==> src/rtl/pll_rst_pkg.sv <==
// Shared types and sizing helpers for the PLL reset sequencer.
package pll_rst_pkg;

  localparam int STATE_W = 3;

  typedef enum logic [STATE_W-1:0] {
    S_PLLRST  = 3'd0,
    S_WAIT    = 3'd1,
    S_STABLE  = 3'd2,
    S_RELEASE = 3'd3,
    S_RUN     = 3'd4
  } state_e;

  // Counter width covers the largest timing parameter, never narrower than 17 bits.
  function automatic int cnt_width(input int a, input int b, input int c, input int d);
    int m;
    int w;
    m = a;
    if (b > m) m = b;
    if (c > m) m = c;
    if (d > m) m = d;
    w = $clog2(m + 1);
    return (w < 17) ? 17 : w;
  endfunction

endpackage

==> src/rtl/pll_reset_sequencer_if.sv <==
// PLL-side and domain-side signals of the reset sequencer.
// PLL_RST_LOSS_COUNT_EN adds the saturating loss_cnt output.
interface pll_reset_sequencer_if
  import pll_rst_pkg::*;
#(
  parameter int NUM_DOMAINS = 4
);
  logic                   pll_locked;
  logic                   pll_rst;
  logic [NUM_DOMAINS-1:0] dom_rst;
  logic                   all_ready;
  logic                   lock_lost;
  logic [STATE_W-1:0]     state;
`ifdef PLL_RST_LOSS_COUNT_EN
  logic [7:0]             loss_cnt;

  modport master (
    input  pll_locked,
    output pll_rst, dom_rst, all_ready, lock_lost, state, loss_cnt
  );

  modport slave (
    output pll_locked,
    input  pll_rst, dom_rst, all_ready, lock_lost, state, loss_cnt
  );
`else
  modport master (
    input  pll_locked,
    output pll_rst, dom_rst, all_ready, lock_lost, state
  );

  modport slave (
    output pll_locked,
    input  pll_rst, dom_rst, all_ready, lock_lost, state
  );
`endif
endinterface

==> src/rtl/rst_sync_2ff.sv <==
// Generic two-flop synchroniser with synchronous clear to 0.
module rst_sync_2ff (
  input  logic clk,
  input  logic rst,
  input  logic d,
  output logic q
);
  logic meta;

  always_ff @(posedge clk) begin
    if (rst) begin
      meta <= 1'b0;
      q    <= 1'b0;
    end else begin
      meta <= d;
      q    <= meta;
    end
  end
endmodule

==> src/rtl/pll_reset_sequencer.sv <==
// PLL reset / lock-qualification sequencer with staged domain releases.
// PLL_RST_LOSS_COUNT_EN adds a saturating count of lock losses and lock timeouts.
//
// state     | meaning
// ----------+-------------------------------------------------------
// S_PLLRST  | pll_rst held high for PLL_RST_CYCLES
// S_WAIT    | waiting for lock, retry after LOCK_TIMEOUT_CYCLES
// S_STABLE  | lock must hold for LOCK_STABLE_CYCLES
// S_RELEASE | releasing dom_rst[idx] every STAGE_GAP_CYCLES
// S_RUN     | all domains released, watching for lock loss
module pll_reset_sequencer
  import pll_rst_pkg::*;
#(
  parameter int PLL_RST_CYCLES      = 16,
  parameter int LOCK_TIMEOUT_CYCLES = 65536,
  parameter int LOCK_STABLE_CYCLES  = 1024,
  parameter int STAGE_GAP_CYCLES    = 8,
  parameter int NUM_DOMAINS         = 4
) (
  input  logic                  clk,
  input  logic                  rst,
  pll_reset_sequencer_if.master bus
);
  localparam int CNT_W = cnt_width(PLL_RST_CYCLES, LOCK_TIMEOUT_CYCLES,
                                   LOCK_STABLE_CYCLES, STAGE_GAP_CYCLES);
  localparam int IDX_W = $clog2(NUM_DOMAINS + 1);

  localparam logic [STATE_W-1:0] ST_PLLRST  = S_PLLRST;
  localparam logic [STATE_W-1:0] ST_WAIT    = S_WAIT;
  localparam logic [STATE_W-1:0] ST_STABLE  = S_STABLE;
  localparam logic [STATE_W-1:0] ST_RELEASE = S_RELEASE;
  localparam logic [STATE_W-1:0] ST_RUN     = S_RUN;

  localparam logic [CNT_W-1:0] PLL_RST_LAST = CNT_W'(PLL_RST_CYCLES - 1);
  localparam logic [CNT_W-1:0] TIMEOUT_LAST = CNT_W'(LOCK_TIMEOUT_CYCLES - 1);
  localparam logic [CNT_W-1:0] STABLE_LAST  = CNT_W'(LOCK_STABLE_CYCLES - 1);
  localparam logic [CNT_W-1:0] GAP_LAST     = CNT_W'(STAGE_GAP_CYCLES - 1);
  localparam logic [IDX_W-1:0] IDX_LAST     = IDX_W'(NUM_DOMAINS - 1);

  logic                   locked_s;
  logic [STATE_W-1:0]     state_q, state_nxt;
  logic [CNT_W-1:0]       cnt, cnt_nxt;
  logic [IDX_W-1:0]       idx, idx_nxt;
  logic [NUM_DOMAINS-1:0] dom_rst_q, dom_rst_nxt;
  logic                   pll_rst_q, all_ready_q, lock_lost_q;
  logic                   lose, timeout;

  rst_sync_2ff u_lock_sync (
    .clk (clk),
    .rst (rst),
    .d   (bus.pll_locked),
    .q   (locked_s)
  );

  always_comb begin
    state_nxt   = state_q;
    cnt_nxt     = cnt;
    idx_nxt     = idx;
    dom_rst_nxt = dom_rst_q;
    lose        = 1'b0;
    timeout     = 1'b0;
    case (state_q)
      ST_PLLRST: begin
        if (cnt == PLL_RST_LAST) begin
          state_nxt = ST_WAIT;
          cnt_nxt   = '0;
        end else begin
          cnt_nxt = cnt + 1'b1;
        end
      end
      ST_WAIT: begin
        if (locked_s) begin
          state_nxt = ST_STABLE;
          cnt_nxt   = '0;
        end else if (cnt == TIMEOUT_LAST) begin
          state_nxt = ST_PLLRST;
          cnt_nxt   = '0;
          timeout   = 1'b1;
        end else begin
          cnt_nxt = cnt + 1'b1;
        end
      end
      ST_STABLE: begin
        // A dropout before release only restarts the wait, it is not a loss.
        if (!locked_s) begin
          state_nxt = ST_WAIT;
          cnt_nxt   = '0;
        end else if (cnt == STABLE_LAST) begin
          state_nxt = ST_RELEASE;
          cnt_nxt   = '0;
          idx_nxt   = '0;
        end else begin
          cnt_nxt = cnt + 1'b1;
        end
      end
      ST_RELEASE: begin
        if (!locked_s) begin
          lose = 1'b1;
        end else if (cnt == GAP_LAST) begin
          for (int k = 0; k < NUM_DOMAINS; k++) begin
            if (idx == IDX_W'(k)) dom_rst_nxt[k] = 1'b0;
          end
          idx_nxt = idx + 1'b1;
          cnt_nxt = '0;
          if (idx == IDX_LAST) state_nxt = ST_RUN;
        end else begin
          cnt_nxt = cnt + 1'b1;
        end
      end
      ST_RUN: begin
        if (!locked_s) lose = 1'b1;
      end
      default: begin
        state_nxt   = ST_PLLRST;
        cnt_nxt     = '0;
        idx_nxt     = '0;
        dom_rst_nxt = '1;
      end
    endcase
    if (lose) begin
      state_nxt   = ST_PLLRST;
      cnt_nxt     = '0;
      idx_nxt     = '0;
      dom_rst_nxt = '1;
    end
  end

  // Flag outputs are registered from the next state so they align with it.
  always_ff @(posedge clk) begin
    if (rst) begin
      state_q     <= ST_PLLRST;
      cnt         <= '0;
      idx         <= '0;
      dom_rst_q   <= '1;
      pll_rst_q   <= 1'b1;
      all_ready_q <= 1'b0;
      lock_lost_q <= 1'b0;
    end else begin
      state_q     <= state_nxt;
      cnt         <= cnt_nxt;
      idx         <= idx_nxt;
      dom_rst_q   <= dom_rst_nxt;
      pll_rst_q   <= (state_nxt == ST_PLLRST);
      all_ready_q <= (state_nxt == ST_RUN);
      lock_lost_q <= lose;
    end
  end

`ifdef PLL_RST_LOSS_COUNT_EN
  logic [7:0] loss_cnt_q;

  always_ff @(posedge clk) begin
    if (rst) begin
      loss_cnt_q <= '0;
    end else if ((lose || timeout) && (loss_cnt_q != 8'hFF)) begin
      loss_cnt_q <= loss_cnt_q + 8'd1;
    end
  end

  assign bus.loss_cnt = loss_cnt_q;
`else
  logic unused_timeout;
  assign unused_timeout = timeout;
`endif

  assign bus.pll_rst   = pll_rst_q;
  assign bus.dom_rst   = dom_rst_q;
  assign bus.all_ready = all_ready_q;
  assign bus.lock_lost = lock_lost_q;
  assign bus.state     = state_q;

endmodule
==> src/flat_wrapper.sv <==
// flat-port wrapper written by rule: the top's interface ports become plain ports
module pll_reset_sequencer_flat import pll_rst_pkg::*;
#(
  parameter int PLL_RST_CYCLES      = 16,
  parameter int LOCK_TIMEOUT_CYCLES = 65536,
  parameter int LOCK_STABLE_CYCLES  = 1024,
  parameter int STAGE_GAP_CYCLES    = 8,
  parameter int NUM_DOMAINS         = 4
)
  (clk, rst, bus_pll_locked, bus_pll_rst, bus_dom_rst, bus_all_ready, bus_lock_lost, bus_state);
  pll_reset_sequencer_if #(.NUM_DOMAINS(NUM_DOMAINS)) bus_i ();
  input  logic clk;
  input  logic rst;
  input wire logic [$bits(bus_i.pll_locked)-1:0] bus_pll_locked;
  output wire logic [$bits(bus_i.pll_rst)-1:0] bus_pll_rst;
  output wire logic [$bits(bus_i.dom_rst)-1:0] bus_dom_rst;
  output wire logic [$bits(bus_i.all_ready)-1:0] bus_all_ready;
  output wire logic [$bits(bus_i.lock_lost)-1:0] bus_lock_lost;
  output wire logic [$bits(bus_i.state)-1:0] bus_state;
  assign bus_i.pll_locked = bus_pll_locked;
  assign bus_pll_rst = bus_i.pll_rst;
  assign bus_dom_rst = bus_i.dom_rst;
  assign bus_all_ready = bus_i.all_ready;
  assign bus_lock_lost = bus_i.lock_lost;
  assign bus_state = bus_i.state;
  pll_reset_sequencer #(.PLL_RST_CYCLES(PLL_RST_CYCLES), .LOCK_TIMEOUT_CYCLES(LOCK_TIMEOUT_CYCLES), .LOCK_STABLE_CYCLES(LOCK_STABLE_CYCLES), .STAGE_GAP_CYCLES(STAGE_GAP_CYCLES), .NUM_DOMAINS(NUM_DOMAINS)) u_core (.clk(clk), .rst(rst), .bus(bus_i));
endmodule
==> config.mk <==
export PLATFORM = sky130hd
export DESIGN_NAME = pll_reset_sequencer_flat
export DESIGN_NICKNAME = d
export VERILOG_FILES = /design/src/rtl/pll_rst_pkg.sv /design/src/rtl/pll_reset_sequencer_if.sv /design/src/rtl/rst_sync_2ff.sv /design/src/rtl/pll_reset_sequencer.sv /design/src/flat_wrapper.sv
export SDC_FILE = /design/constraint.sdc
export NUM_CORES = 1
export LEC_CHECK = 0
export CAP_MARGIN = 30
export CORE_MARGIN = 4
export CORE_UTILIZATION = 55
export CTS_CLUSTER_DIAMETER = 30
export CTS_CLUSTER_SIZE = 20
export DETAILED_ROUTE_END_ITERATION = 8
export PLACE_DENSITY = 0.75
export SKIP_LAST_GASP = 1
export SLEW_MARGIN = 10
export SYNTH_ARGS = -nofsm -noshare
export SYNTH_HDL_FRONTEND = slang
export SYNTH_SLANG_ARGS = --single-unit
==> constraint.sdc <==
create_clock -name clk -period 2.46 [get_ports clk]
set_clock_uncertainty 0.05 [all_clocks]
set_input_delay 0.492 -clock clk [delete_from_list [all_inputs] [get_ports clk]]
set_output_delay 0.492 -clock clk [all_outputs]
set_load 0.005 [all_outputs]
==> results of run 1 <==
==> repair_timing <==
item / in CTS / in global routing
setup buffers: 0 / 2
endpoints found under the setup margin: 13 / 16
gates cloned: 0 / 1
pin swaps: 0 / 3
gates resized for setup: 1 / 14
==> cells by family (layout without fill, tap and decap cells) <==
logic type,after synthesis,count (layout),share of synthesized area (%)
flops,32,32,37.8
fa+ha+maj,8,8,5.91
compound gates,41,41,16.3
simple gates,90,90,28.7
xor+xnor,13,13,6.72
buf+inv,18,40,4.58
==> worst max-delay path, stage by stage, from the launching register on <==
cell and delay (ps):
dfxtp_2 370, ha_2 210, and4_2 270, and2_1 170, nand3_1 110, inv_1 80, ha_1 160, nand2b_1 130
inv_1 80, o41ai_4 350, buf_4 210, nor2_1 50
==> stage by stage <==
step | setup TNS [ps] | cell area [um^2] | total power, mW | setup WS, ps | instances
after floorplan | 0 | 1690 | 0.566 | 334 | 202
after global placement | 0 | 1860 | 0.577 | 104 | 244
after detailed placement | 0 | 1860 | 0.579 | 7.96 | 244
after CTS | 0 | 1930 | 0.886 | 52.1 | 252
after global routing | -107 | 1980 | 0.923 | -19.5 | 255
final | 0 | 1980 | 0.883 | 107 | 255
==> registers in the layout, summed over array words and instances (netlist names) <==
signal,cells
u_core.bus.state,3
u_core.idx,3
u_core.bus.pll_rst,1
u_core.bus.all_ready,1
u_core.u_lock_sync.q,1
u_core.bus.dom_rst,4
u_core.cnt,17
u_core.bus.lock_lost,1
u_core.u_lock_sync.meta,1
==> power breakdown <==
group	switching (mW)	internal, mW
logic	0.0213	0.0208
clock network	0.170	0.141
registers	0.00618	0.524
total	0.198	0.686
==> layer usage <==
metal  track usage [%]  wire, um
met5                 0         0
met4              9.70        62
met3              5.68       180
met2              28.8      1700
met1              25.8      1830
==> Yosys cell counts (2+ instances only) <==
| library cell | n |
|---|---|
| a21oi_1 | 15 |
| and2_1 | 2 |
| and3_1 | 4 |
| buf_2 | 2 |
| clkbuf_1 | 4 |
| dfxtp_1 | 32 |
| ha_1 | 8 |
| inv_1 | 11 |
| nand2_1 | 14 |
| nand2b_1 | 3 |
| nand3_1 | 8 |
| nor2_1 | 29 |
| nor2b_1 | 8 |
| nor3_1 | 4 |
| nor4b_1 | 3 |
| o211ai_1 | 3 |
| o21ai_0 | 9 |
| o21ai_1 | 2 |
| o41ai_1 | 2 |
| or2_2 | 2 |
| xnor2_1 | 10 |
| xor2_1 | 3 |
==> path summary, 6_finish.rpt <==
kind                          end  slack (ps)  depth (start not counted)                    start
max                u_core.cnt[14]         110                         11            u_core.cnt[0]
min          u_core.u_lock_sync.q         410                          1  u_core.u_lock_sync.meta
max reg2reg        u_core.cnt[14]         110                         11            u_core.cnt[0]
min reg2reg  u_core.u_lock_sync.q         410                          1  u_core.u_lock_sync.meta
==> area by class of cell <==
class / count / area share (%)
sequential: 32 / 32.6
multi-input combinational: 152 / 50.7
tap: 31 / 1.96
timing repair buffer: 21 / 9.65
inverter: 11 / 2.08
clock buffer: 8 / 2.97
==> results.yml, run 1 <==
outcome:
  outcome: "finished, final reports clean"
finish:
  final_util_pct: 69.5
  regArea_um2: 647
  final_common_cell: "nor2_1"
  layout.nets: 234
  nFillCells: 216
  num_antenna_cells: 0
  syn2layout_area_growth_pct: 17.1
  drive_gt1_share_pct: 16.1
  multi_input_area_um2: 1010
  layout_common_cells: "nor2_1 (29), dfxtp_1 (27), a21oi_1 (15)"
grt:
  track_usage_pct: 19.6
  grt_max_degree: 14
  grt_overflow: 0
  grt_pass1_wl_um: 6170
  first_global_vias: 1345
  antenna_found_initial: 0
logic_synthesis:
  async_reset_ff_share_pct: 0
  synthCells: 202
  netlist_area_um2: 1690
  synth_edf_count: 0
  synth_ff_type: "dfxtp_1"
  synth_nets: 213
  synth.largest_area_cell: "dfxtp_1"
  ys_seq_area_share_pct: 37.8
  synth-seq-cells: 32
  synth_top_area_share_pct: 37.8
  ys_types: 46
  yosysWarnings: 0
  ys_top_cells_by_area: "dfxtp_1 (38%), nor2_1 (6.4%), ha_1 (5.9%), xnor2_1 (5.2%), a21oi_1 (4.4%)"
  avgSynthCellArea_um2: 8.39
route:
  drt_iter0_drc: 128
  wirelength_um: 3770
  ant_nets: 0
  first_pass_iters: 4
  vias_per_cell: 5.84
  routedWlPerCell_um: 14.8
  remaining_drc_errors: 0
  vias: 1490
place:
  gp_congestion: 0.830
  numPortBuffers: 12
  hpwlAfterDp_um: 2730
timing:
  finalHoldViolations: 0
  slew_viol_final: 0
  setup_viol_count_final: 0
  period_needed_ps: 2350
  tightestPinTransition_ps: 689
  fmax_mhz: 425
  maxSlewHeadroom_pct: 53.6
  whs_ps: 409
  period_share_pct: 95.6
power:
  peakVddDrop_uv: 397
  p_leak_nw: 0.737
  p_per_area_nw_per_um2: 445
setup_path:
  startpoint_type: "register"
  path_max_fanout: 6
  critical_path_class: "reg -> reg"
  setup.worst_path.end_class: "register"
  worstPathArrival_ps: 2540
  crit_required_ps: 2650
floorplan:
  start_util_pct: 59.4
  die_w_um: 63.5
  io_pins: 13
  die_h_um: 63.5
  die-area_um2: 4030
  fp.coreArea_um2: 2850
  fp-row-count: 19
clock_network:
  root_buffer: "clkbuf_4"
  cts_tree: "done"
  clk_pin_slew_worst_paths_ps: 90
  clockBufferDepth: 2
  cts-buffers-inserted: 5
  numClockSinks: 32
  postCtsHoldBufs: 0
  h-tree-depth: 2
  clkLatencyLatePin_ps: 340
run:
  cap_violations: 0
worst_hold_path:
  hp-class: "reg -> reg"
(Power assumes the default switching activity.)
==> inputs of run 2 (changes only) <==
Settings changed: SKIP_LAST_GASP 1 to unset.
Clock period 2.46 ns to 2.53 ns, I/O delays scaled along.
==> run 2 against run 1 <==
  * Maximum frequency fell by 1.8%
  * Cell count fell by 1.6%
  * Power fell by 0.33%
  * Critical path depth fell by 3
  * Core utilization fell by 1.3 points
  * Setup slack improved by 27 ps
  * Routed wire length barely moved
  * Global-route usage rose by 0.50 points
  * Combinational power fell by 12%
  * Worst hold slack got worse by 6.7 ps
==> results.yml, run 2 (synthesis gave the netlist of run 1 again) <==
outcome:
  outcome: "finished, final reports clean"
clock_network:
  numClockSinks: 32
  clkLatencyLatePin_ps: 340
  cts_tree: "done"
  cts-buffers-inserted: 5
  clockBufferDepth: 2
  clk_pin_slew_worst_paths_ps: 90
  root_buffer: "clkbuf_4"
  h-tree-depth: 2
finish:
  drive_gt1_share_pct: 11.4
  syn2layout_area_growth_pct: 14.8
  instances_no_fill: 251
  num_antenna_cells: 0
  largest_reg_flops: 17
  regArea_um2: 641
  final_cell_area_um2: 1950
  final_util_pct: 68.2
  multi_input_area_um2: 991
  layout.nets: 231
  nFillCells: 230
  regMostFlops: "u_core.cnt"
  layout_common_cells: "dfxtp_1 (32), nor2_1 (29), a21oi_1 (15)"
  final_common_cell: "dfxtp_1"
setup_path:
  worstPathArrival_ps: 2590
  path_max_fanout: 13
  critical_path_class: "reg -> reg"
  setup.worst_path.end_class: "register"
  crit_required_ps: 2720
  startpoint_type: "register"
floorplan:
  fp-row-count: 19
  die_h_um: 63.5
  fp.coreArea_um2: 2850
  start_util_pct: 59.4
  io_pins: 13
  die_w_um: 63.5
  die-area_um2: 4030
timing:
  setup_viol_count_final: 0
  finalHoldViolations: 0
  rsz0062_at_grt: "false"
  setup_ws_ps: 135
  tightestPinTransition_ps: 977
  period_needed_ps: 2400
  slew_viol_final: 0
  fmax_mhz: 417
  maxSlewHeadroom_pct: 34.0
  tns_ps: 0
  period_share_pct: 94.7
power:
  peakVddDrop_uv: 365
  p_leak_nw: 0.725
  p_per_area_nw_per_um2: 453
place:
  gp_congestion: 0.854
  dp_cells: 242
  numPortBuffers: 12
  pre_cts_ws_ps: 135
  hpwlAfterDp_um: 2810
  post_dp_cell_area_um2: 1850
route:
  first_pass_iters: 4
  remaining_drc_errors: 0
  drt_iter0_drc: 100
  vias_per_cell: 6.14
  wirelength_um: 3780
  vias: 1541
  ant_nets: 0
  routedWlPerCell_um: 15.0
grt:
  track_usage_pct: 20.1
  first_global_vias: 1412
  grt_pass1_wl_um: 6350
  grt_max_degree: 14
  grt_overflow: 0
  antenna_found_initial: 0
worst_hold_path:
  hp-class: "reg -> reg"
run:
  cap_violations: 0
run 2: what timing repair did:
action / 4_1_cts / 5_1_grt
hold endpoints to repair: 0 / 0
hold buffers: 0 / 0
setup buffers: 0 / 2
setup endpoints to repair: 0 / 14
resized for setup: 0 / 4
run 2: layer usage:
| layer | vias up | wire length (um) | track usage (%) |
|---|---|---|---|
| met2 | 54 | 1750 | 29.9 |
| met4 | 0 | 76 | 9.16 |
| met1 | 742 | 1680 | 25.7 |
| met3 | 7 | 274 | 7.28 |
| met5 | - | 0 | 0 |
| li1 | 738 | - | - |
run 2: per-stage QoR:
step,total power [mW],hold WS [ps]
4_1_cts,0.883,407
5_1_grt,0.915,426
3_3_place_gp,0.560,367
3_5_place_dp,0.561,387
2_1_floorplan,0.550,364
6_report,0.880,402
run 2: where the power goes:
group / total [mW] / switching [mW] / internal (mW)
sequential: 0.516 / 0.00697 / 0.509
combinational: 0.0372 / 0.0187 / 0.0184
clock: 0.327 / 0.170 / 0.157
total: 0.880 / 0.196 / 0.685
run 2: cell type report:
cell class                      instances  area share (%)
Clock buffer                            7            3.34
Inverter                               11            2.12
Multi-Input combinational cell        152            50.9
Sequential cell                        32            32.9
Tap cell                               31            1.99
Timing Repair Buffer                   18            8.68
run 2: worst max-delay path, stage by stage (launching register included):
cell and delay, ps:
dfxtp_1 400, ha_1 240, nor4b_2 220, nand3_1 180, nor4b_4 450, nor2_2 110, o41ai_4 380, buf_6 200
nor2_1 70
run 2: worst paths after layout:
| kind | start | endpoint | slack (ps) | cells after the start |
|---|---|---|---|---|
| worst max-delay path | u_core.cnt[0] | u_core.cnt[8] | 130 | 8 |
| worst min register to register | u_core.u_lock_sync.meta | u_core.u_lock_sync.q | 400 | 1 |
| worst max register to register | u_core.cnt[0] | u_core.cnt[8] | 130 | 8 |
| worst min-delay path | u_core.u_lock_sync.meta | u_core.u_lock_sync.q | 400 | 1 |
